## src/rtl/pipe_hazard_ctrl_if.sv

```systemverilog
`default_nettype none
// ============================================================================
// Module   : pipe_hazard_ctrl_if
// Brief    : Data-memory request/ready handshake between the pipeline
//            sequencing controller (master) and the data memory (slave).
// Revision : 1.0 - initial release
// ============================================================================
interface pipe_hazard_ctrl_if;
  logic dmem_req;
  logic dmem_ready;

  modport master (
    output dmem_req,
    input  dmem_ready
  );

  modport slave (
    input  dmem_req,
    output dmem_ready
  );
endinterface
`default_nettype wire

```

## src/rtl/pipe_hazard_ctrl.sv

```systemverilog
`default_nettype none
// ============================================================================
// Module   : pipe_hazard_ctrl
// Brief    : Stall/bubble/flush/freeze sequencing for the 5-stage ARM pipeline,
//            data-memory wait/timeout FSM and saturating stall/flush counters.
// Revision : 1.0 - initial release
// ============================================================================
module pipe_hazard_ctrl #(
  parameter int TIMEOUT = 16,
  parameter int CNT_W   = 32,
  parameter int XZR     = 31
) (
  input  logic               clk,
  input  logic               reset,
  input  logic [4:0]         id_rs1,
  input  logic [4:0]         id_rs2,
  input  logic               id_use1,
  input  logic               id_use2,
  input  logic               id_flag_use,
  input  logic               id_br_taken,
  input  logic [4:0]         ex_rd,
  input  logic               ex_regwrite,
  input  logic               ex_memread,
  input  logic               ex_flagup,
  input  logic               mem_access,
  pipe_hazard_ctrl_if.master dmem,
  output logic               pc_en,
  output logic               ifid_en,
  output logic               ifid_flush,
  output logic               idex_bubble,
  output logic               pipe_en,
  output logic               bus_err,
  output logic [1:0]         state,
  output logic [CNT_W-1:0]   stall_cnt,
  output logic [CNT_W-1:0]   flush_cnt
);

  localparam logic [1:0] ST_RUN  = 2'd0;
  localparam logic [1:0] ST_WAIT = 2'd1;
  localparam logic [1:0] ST_ERR  = 2'd2;

  localparam int         WCW     = (TIMEOUT > 2) ? $clog2(TIMEOUT) : 1;
  localparam logic [WCW-1:0] c_wait_last = WCW'(TIMEOUT - 1);

  logic [1:0]       r_state;
  logic [WCW-1:0]   r_wait_cnt;
  logic [CNT_W-1:0] r_stall_cnt;
  logic [CNT_W-1:0] r_flush_cnt;

  logic w_rs1_hit;
  logic w_rs2_hit;
  logic w_load_use;
  logic w_flag_haz;
  logic w_hazard;
  logic w_freeze;
  logic w_stall_inc;

  // ---------------------------------------------------------------------------
  // Hazard detection. ALU results are forwarded, so only loads and flags stall.
  // ---------------------------------------------------------------------------
  always_comb begin
    w_rs1_hit  = id_use1 && (id_rs1 == ex_rd);
    w_rs2_hit  = id_use2 && (id_rs2 == ex_rd);
    w_load_use = ex_memread && ex_regwrite && (ex_rd != 5'(XZR))
                 && (w_rs1_hit || w_rs2_hit);
    w_flag_haz = id_flag_use && ex_flagup;
    w_hazard   = w_load_use || w_flag_haz;
  end

  always_comb begin
    w_freeze = 1'b0;
    case (r_state)
      ST_RUN:  w_freeze = mem_access && !dmem.dmem_ready;
      ST_WAIT: w_freeze = !dmem.dmem_ready;
      ST_ERR:  w_freeze = 1'b1;
      default: w_freeze = 1'b1;
    endcase
  end

  // ---------------------------------------------------------------------------
  // Enables, priority freeze > hazard > branch. A branch resolved under a
  // hazard uses stale operands, so it is not allowed to flush.
  // ---------------------------------------------------------------------------
  always_comb begin
    pc_en       = 1'b0;
    ifid_en     = 1'b0;
    ifid_flush  = 1'b0;
    idex_bubble = 1'b0;
    pipe_en     = 1'b0;
    if (reset) begin
      pc_en       = 1'b0;
    end else if (w_freeze) begin
      pc_en       = 1'b0;
    end else if (w_hazard) begin
      pipe_en     = 1'b1;
      idex_bubble = 1'b1;
    end else begin
      pc_en       = 1'b1;
      ifid_en     = 1'b1;
      pipe_en     = 1'b1;
      ifid_flush  = id_br_taken;
    end
  end

  // The MEM stage is held during a freeze, so the request stays stable.
  assign dmem.dmem_req = mem_access && (r_state != ST_ERR) && !reset;
  assign bus_err       = (r_state == ST_ERR) && !reset;
  assign state         = r_state;
  assign stall_cnt     = r_stall_cnt;
  assign flush_cnt     = r_flush_cnt;

  assign w_stall_inc   = (w_freeze || w_hazard) && (r_state != ST_ERR);

  // ---------------------------------------------------------------------------
  // Data-memory wait FSM. wait_cnt counts not-ready cycles including the
  // first one seen in RUN, so ERR follows exactly TIMEOUT of them.
  // ---------------------------------------------------------------------------
  always_ff @(posedge clk) begin
    if (reset) begin
      r_state    <= ST_RUN;
      r_wait_cnt <= '0;
    end else begin
      case (r_state)
        ST_RUN: begin
          if (mem_access && !dmem.dmem_ready) begin
            r_state    <= ST_WAIT;
            r_wait_cnt <= WCW'(1);
          end
        end
        ST_WAIT: begin
          if (dmem.dmem_ready) begin
            r_state    <= ST_RUN;
            r_wait_cnt <= '0;
          end else if (r_wait_cnt == c_wait_last) begin
            r_state    <= ST_ERR;
          end else begin
            r_wait_cnt <= r_wait_cnt + WCW'(1);
          end
        end
        ST_ERR: begin
          r_state <= ST_ERR;
        end
        default: begin
          r_state    <= ST_ERR;
        end
      endcase
    end
  end

  // Saturating performance counters.
  always_ff @(posedge clk) begin
    if (reset) begin
      r_stall_cnt <= '0;
      r_flush_cnt <= '0;
    end else begin
      if (w_stall_inc && (r_stall_cnt != {CNT_W{1'b1}})) begin
        r_stall_cnt <= r_stall_cnt + CNT_W'(1);
      end
      if (ifid_flush && (r_flush_cnt != {CNT_W{1'b1}})) begin
        r_flush_cnt <= r_flush_cnt + CNT_W'(1);
      end
    end
  end

endmodule
`default_nettype wire

```

## src/flat_wrapper.sv

```systemverilog
// flat-port wrapper written by rule: the top's interface ports become plain ports
module pipe_hazard_ctrl_flat 
#(
  parameter int TIMEOUT = 16,
  parameter int CNT_W   = 32,
  parameter int XZR     = 31
)
  (clk, reset, id_rs1, id_rs2, id_use1, id_use2, id_flag_use, id_br_taken, ex_rd, ex_regwrite, ex_memread, ex_flagup, mem_access, pc_en, ifid_en, ifid_flush, idex_bubble, pipe_en, bus_err, state, stall_cnt, flush_cnt, dmem_dmem_req, dmem_dmem_ready);
  pipe_hazard_ctrl_if dmem_i ();
  input  logic clk;
  input  logic reset;
  input  logic [4:0] id_rs1;
  input  logic [4:0] id_rs2;
  input  logic id_use1;
  input  logic id_use2;
  input  logic id_flag_use;
  input  logic id_br_taken;
  input  logic [4:0] ex_rd;
  input  logic ex_regwrite;
  input  logic ex_memread;
  input  logic ex_flagup;
  input  logic mem_access;
  output logic pc_en;
  output logic ifid_en;
  output logic ifid_flush;
  output logic idex_bubble;
  output logic pipe_en;
  output logic bus_err;
  output logic [1:0] state;
  output logic [CNT_W-1:0] stall_cnt;
  output logic [CNT_W-1:0] flush_cnt;
  output wire logic [$bits(dmem_i.dmem_req)-1:0] dmem_dmem_req;
  input wire logic [$bits(dmem_i.dmem_ready)-1:0] dmem_dmem_ready;
  assign dmem_dmem_req = dmem_i.dmem_req;
  assign dmem_i.dmem_ready = dmem_dmem_ready;
  pipe_hazard_ctrl #(.TIMEOUT(TIMEOUT), .CNT_W(CNT_W), .XZR(XZR)) u_core (.clk(clk), .reset(reset), .id_rs1(id_rs1), .id_rs2(id_rs2), .id_use1(id_use1), .id_use2(id_use2), .id_flag_use(id_flag_use), .id_br_taken(id_br_taken), .ex_rd(ex_rd), .ex_regwrite(ex_regwrite), .ex_memread(ex_memread), .ex_flagup(ex_flagup), .mem_access(mem_access), .dmem(dmem_i), .pc_en(pc_en), .ifid_en(ifid_en), .ifid_flush(ifid_flush), .idex_bubble(idex_bubble), .pipe_en(pipe_en), .bus_err(bus_err), .state(state), .stall_cnt(stall_cnt), .flush_cnt(flush_cnt));
endmodule
```

## config.mk

```make
export PLATFORM = sky130hd
export DESIGN_NAME = pipe_hazard_ctrl_flat
export DESIGN_NICKNAME = d
export VERILOG_FILES = /design/src/rtl/pipe_hazard_ctrl_if.sv /design/src/rtl/pipe_hazard_ctrl.sv /design/src/flat_wrapper.sv
export SDC_FILE = /design/constraint.sdc
export NUM_CORES = 1
export LEC_CHECK = 0
export BUFFER_PORTS_ARGS = -buffer_cell sky130_fd_sc_hd__buf_2
export CORE_UTILIZATION = 28
export CTS_CLUSTER_DIAMETER = 120
export CTS_CLUSTER_SIZE = 40
export DETAILED_ROUTE_END_ITERATION = 8
export SYNTH_ARGS = -nofsm -noshare
export SYNTH_HDL_FRONTEND = slang
export SYNTH_SLANG_ARGS = --single-unit
export TNS_END_PERCENT = 30
```

## constraint.sdc

```tcl
create_clock -name clk -period 5.76 [get_ports clk]
set_input_delay 1.152 -clock clk [delete_from_list [all_inputs] [get_ports clk]]
set_output_delay 1.152 -clock clk [all_outputs]
set_load 0.01 [all_outputs]
```

==> reports/qor.yml, run 1 <==
yosys:
  yosysUniqueCellTypes: 46
  synth.net_count: 478
  synthCells: 449
  yosys_warnings: 0
  synth.avg_cell_area_um2: 8.11
  synth_area_um2: 3640
  synth-main-ff-cell: "dfxtp_1"
  async_flop_share: 0
  synth_seq_cells: 70
  synth_edf_count: 0
  yosysSeqAreaShare: 0.385
layout:
  n_antenna_cell: 0
  utilization: 0.360
  areaGrowthSynthToFinish_pct: 25.4
  drive_gt1_frac: 0.225
  nets: 570
floorplan:
  rows: 41
  core_um2: 12700
  initial_core_util: 0.287
  pin_count: 99
  chipHeight_um: 116
  die_w_um: 116
  die_area_um2: 13500
timing:
  hold_violations: 0
  rsz0062_at_grt: "false"
  slew_headroom: 0.179
  fmax_mhz: 267
  holdWs_ns: 0.491
  skew_ns: 0.00537
  fin_crit_ns: 3.74
  slew_violations: 0
  fin_crit_sh: 0.650
  setup_viol: 0
  tightest_slew_ns: 1.22
  fin_tns_setup_ns: 0
drt:
  wire_per_inst_um: 12.3
  drtIter0Drc: 213
  vias_per_cell: 4.88
  drc_errors: 0
  drtAntennaViolNets: 0
  drt_first_pass_iters: 5
  dr_total_vias: 3501
  routed_wirelength_um: 8820
run_status:
  status: "finished clean"
global_route:
  grt_busiest_layer: "met2"
  track_usage: 0.133
  grt_antenna_before_repair: 0
  grt.overflow.total: 0
  met2_usage: 0.204
  grt_pass1_wl_um: 14200
  use_met1: 0.176
  grt_max_degree: 75
  grt_pass1_vias: 3020
  grt.met3_usage: 0.0356
critical_path:
  startpoint_type: "primary input"
  crit_start: "ex_rd[2]"
  worstPathArrival_ns: 2.59
  critPathRequiredTime_ns: 4.61
  cp_max_fo: 23
  cp-end-kind: "output port"
  crit_type: "in2out"
  worstReg2RegStart: "u_core.stall_cnt[9]"
placement:
  hpwlAfterDp_um: 6140
  gp_congestion: 0.809
  io_buffer_count: 98
power:
  power_density_nw_per_um2: 239
  sw_frac_of_total: 0.224
  p_seq_frac: 0.451
  p_int_w: 0.000847
  switchingPower_w: 0.000245
  p_total_w: 0.00109
  pwr-share-comb: 0.058
  ir_drop_mv: 0.113
  p_leak_nw: 1.84
  clkPwrFrac: 0.491
clock_tree:
  cts_buffers: 9
  cts_repair_resize_count: 0
  postCtsSetupRepairBufs: 0
  clk_latency_ns: 0.32
  cts_tree: "built"
  htreeDepth: 3
  clk_pin_slew_ns: 0.05
  clk_path_buf_depth: 2
  cts_hold_buf: 0
  clkSinkCount: 70
  root_buffer: "clkbuf_16"
worst_hold_path:
  hold_class: "reg2reg"
  hold_start: "u_core.stall_cnt[1]"
run:
  maxCapViolations: 0
==> power by group through the flow <==
stage                     clock network (W)  registers [W]  logic (W)
final                              0.000536       0.000492  0.0000628
after global placement                    0       0.000503  0.0000620
after global routing               0.000575       0.000493  0.0000703
after floorplan                           0       0.000503  0.0000380
after CTS                          0.000555       0.000492  0.0000638
after detailed placement                  0       0.000503  0.0000636
==> per-stage QoR <==
step | cells | cell area [um^2] | setup WS, ns
2_1_floorplan | 449 | 3640 | 2.28
3_3_place_gp | 702 | 4280 | 1.98
3_5_place_dp | 702 | 4280 | 1.98
4_1_cts | 718 | 4570 | 1.97
5_1_grt | 718 | 4570 | 1.91
6_report | 718 | 4570 | 2.02
==> cell usage after synthesis, types with 2 or more instances <==
| library cell | number | area, um^2 |
|---|---|---|
| a21oi_1 | 16 | 80.1 |
| and2_1 | 7 | 43.8 |
| and3_1 | 18 | 113 |
| and4_1 | 6 | 52.6 |
| buf_1 | 2 | 7.51 |
| buf_2 | 4 | 20.0 |
| buf_4 | 2 | 15.0 |
| clkbuf_1 | 12 | 45.0 |
| dfxtp_1 | 70 | 1400 |
| ha_1 | 3 | 37.5 |
| inv_1 | 8 | 30.0 |
| mux2i_1 | 2 | 20.0 |
| nand2_1 | 29 | 109 |
| nand2b_1 | 3 | 18.8 |
| nand3_1 | 32 | 160 |
| nand4_1 | 30 | 188 |
| nor2_1 | 66 | 248 |
| nor2b_1 | 2 | 12.5 |
| nor3_1 | 24 | 120 |
| nor3b_1 | 2 | 15.0 |
| nor4_1 | 6 | 37.5 |
| nor4_2 | 2 | 25.0 |
| nor4b_1 | 2 | 17.5 |
| o21ai_0 | 10 | 50.1 |
| o21ai_1 | 2 | 10.0 |
| or3_1 | 11 | 68.8 |
| xnor2_1 | 22 | 193 |
| xor2_1 | 38 | 333 |
==> path summary, 6_finish.rpt <==
| kind | end | slack, ns | depth (start not counted) |
|---|---|---|---|
| worst max-delay path | ifid_flush | 2.02 | 8 |
| worst min-delay path | u_core.stall_cnt[1] | 0.49 | 2 |
| worst max register to register | u_core.stall_cnt[12] | 2.95 | 6 |
| worst min register to register | u_core.stall_cnt[1] | 0.49 | 2 |
==> registers in the layout, summed over array words and instances, names as in the netlist <==
| name | flops |
|---|---|
| u_core.r_wait_cnt | 4 |
| u_core.flush_cnt | 32 |
| u_core.state | 2 |
| u_core.stall_cnt | 32 |
==> critical path, stage by stage <==
cell     delay, ns
buf_2         0.12
xor2_1        0.15
nor4_1        0.28
a32oi_1       0.22
o21ai_2       0.19
buf_4         0.28
inv_1         0.06
buf_2         0.14
==> layer usage <==
metal / up-vias / routed length, um
met1: 1637 / 4290
li1: 1764 / -
met5: - / 0
met3: 8 / 424
met4: 0 / 89
met2: 92 / 4010
==> cells in the final DEF (no fill, tap or decap), types with 8 or more instances in the layout <==
| cell | count |
|---|---|
| a21oi_1 | 15 |
| and3_1 | 18 |
| buf_2 | 98 |
| clkbuf_16 | 9 |
| dfxtp_1 | 70 |
| inv_1 | 8 |
| nand2_1 | 29 |
| nand3_1 | 32 |
| nand4_1 | 30 |
| nor2_1 | 66 |
| nor3_1 | 24 |
| o21ai_0 | 10 |
| or3_1 | 11 |
| xnor2_1 | 22 |
| xor2_1 | 38 |
==> area by class of cell <==
cell class	count	area [um^2]
inverter	8	30.0
timing repair buffer	102	520
multi-input combinational	350	2120
tap	172	215
clock inverter	4	47.5
fill	1341	8100
clock buffer	12	236
sequential	70	1400
==> cell families (layout without fill, tap and decap cells) <==
logic type | count (synthesis) | count (layout) | synth area share
DFF | 70 | 70 | 0.385
muxes | 3 | 3 | 0.00859
adders and majority gates | 3 | 3 | 0.0103
xor gates and xnor gates | 60 | 60 | 0.144
AOI/OAI and AO/OA | 37 | 37 | 0.0591
and+or+nand+nor | 247 | 247 | 0.358
buffers and inverters | 29 | 126 | 0.0354
No activity file was read; power rests on OpenSTA's default activity.
==> run 2, diff against run 1 <==
- clock period: 5.76 -> 3.8 ns (I/O delays scaled with it)
==> reports/qor.yml, run 2 (same netlist as run 1, synthesis figures left out) <==
critical_path:
  reg2reg_slack_ns: 1.05
  path_cells: "buf_2, xor2_1, nor4_1, a32oi_1, o21ai_2, inv_1, buf_2"
  cp_num_buf_inv: 3
  cp_max_fo: 17
  worstReg2RegStart: "u_core.flush_cnt[13]"
  cp_slowest_cell: "o21ai_2"
  startpoint_type: "primary input"
  cpMostUsedCell: "buf_2"
  critPathRequiredTime_ns: 3.04
  cp-end-kind: "output port"
  crit_type: "in2out"
  worstPathArrival_ns: 2.39
  cp_top_family: "compound AO/OA/AOI/OAI gates"
  ff2ff_path_depth: 8
  max_stage_delay_ns: 0.61
  timing.rr.end: "u_core.flush_cnt[21]"
timing:
  skew_ns: 0.00988
  fin_crit_ns: 3.15
  hold_violations: 0
  fin_tns_setup_ns: 0
  tightest_slew_ns: 0.785
  fin_crit_sh: 0.829
  rsz0062_at_grt: "false"
  slew_violations: 0
  fmax_mhz: 318
  slew_headroom: 0.477
  setup_viol: 0
placement:
  io_buffer_count: 98
  gp_congestion: 0.800
  hpwlAfterDp_um: 6210
run:
  maxCapViolations: 0
drt:
  dr_total_vias: 3490
  wire_per_inst_um: 12.0
  routed_wirelength_um: 8660
  drtAntennaViolNets: 0
  drc_errors: 0
  drt_first_pass_iters: 4
  drtIter0Drc: 199
  vias_per_cell: 4.84
power:
  p_int_w: 0.00127
  power_density_nw_per_um2: 358
  pwr-share-comb: 0.059
  p_total_w: 0.00165
  sw_frac_of_total: 0.226
  p_leak_nw: 1.86
  p_seq_frac: 0.453
  ir_drop_mv: 0.176
  clkPwrFrac: 0.488
  switchingPower_w: 0.000371
floorplan:
  die_area_um2: 13500
  chipHeight_um: 116
  die_w_um: 116
  core_um2: 12700
  initial_core_util: 0.287
  pin_count: 99
  rows: 41
global_route:
  grt_pass1_wl_um: 14300
  grt_antenna_before_repair: 0
  grt.overflow.total: 0
  grt_pass1_vias: 3045
  track_usage: 0.134
  grt_max_degree: 75
clock_tree:
  postCtsSetupRepairBufs: 0
  clkSinkCount: 70
  root_buffer: "clkbuf_16"
  cts_buffers: 9
  cts_tree: "built"
  cts_repair_resize_count: 0
  htreeDepth: 3
  clk_latency_ns: 0.33
  clk_pin_slew_ns: 0.05
  cts_hold_buf: 0
  clk_path_buf_depth: 2
layout:
  layout_common_cells: "buf_2 (98), dfxtp_1 (70), nor2_1 (66)"
  areaGrowthSynthToFinish_pct: 26.1
  drive_gt1_frac: 0.231
  layout_commonest_cell: "buf_2"
  n_antenna_cell: 0
  nets: 573
worst_hold_path:
  hold_end: "u_core.stall_cnt[1]"
  hold_class: "reg2reg"
  hold_depth: 2
  hold_start: "u_core.stall_cnt[1]"
run_status:
  status: "finished clean"
==> run 2: changes by cell type in the layout (fill, tap and decap cells not counted), sizes merged <==
| cell | previous run | this run |
|---|---|---|
| clkinvlp | 1 | 2 |
| clkbuf | 12 | 14 |
| clkinv | 2 | 0 |
| bufinv | 1 | 0 |
| buf | 102 | 105 |
==> run 2: layer usage <==
metal / vias to the layer above / routed length, um / GRT usage
li1: 1773 / - / -
met1: 1631 / 4270 / 0.181
met2: 77 / 3870 / 0.203
met3: 9 / 418 / 0.0329
met4: 0 / 106 / 0.0556
met5: - / 0 / 0
==> run 2: stage by stage <==
step | hold WS, ns | utilization | std cells | setup slack, ns | area, um^2
floorplan | 0.504 | - | 449 | 1.10 | 3640
global placement | 0.478 | 0.340 | 705 | 0.614 | 4310
detailed placement | 0.486 | 0.340 | 705 | 0.602 | 4310
CTS | 0.495 | 0.363 | 721 | 0.600 | 4590
global route | 0.521 | 0.363 | 721 | 0.503 | 4590
finish | 0.489 | 0.363 | 721 | 0.651 | 4590
==> run 2: worst max-delay path by stage <==
stage,start,to,slack [ns],cells after the start
2_1_floorplan,ex_rd[2],ifid_flush,1.10,6
3_3_place_gp,ex_rd[2],ifid_flush,0.61,7
3_5_place_dp,ex_rd[2],ifid_flush,0.60,7
4_1_cts,ex_rd[2],ifid_flush,0.60,7
5_1_grt,ex_rd[2],ifid_flush,0.50,7
6_report,ex_rd[2],ifid_flush,0.65,7
==> run 2: worst reg2reg max path: stages (launching register included) <==
cell and delay [ns]:
dfxtp_1 0.44, nand4_2 0.21, nor4_2 0.46, nand4_1 0.28, nor4_2 0.20, buf_4 0.30, or3_1 0.46, or3_1 0.19
a21oi_1 0.06
==> run 2: power by group through the flow <==
stage                     registers (W)   logic, W  clock network [W]
after floorplan                0.000763  0.0000576                  0
after global placement         0.000762  0.0000956                  0
after detailed placement       0.000762  0.0000980                  0
after CTS                      0.000746  0.0000981           0.000827
after global routing           0.000747   0.000108           0.000857
final                          0.000746  0.0000965           0.000803
==> run 2: cell type report <==
type	instances	area (um^2)
inverters	8	30.0
well taps	172	215
clock buffers	14	274
repair buffers	105	543
flip-flops and latches	70	1400
fillers	1351	8080
clock inverters	2	15.0
multi-input cells	350	2120
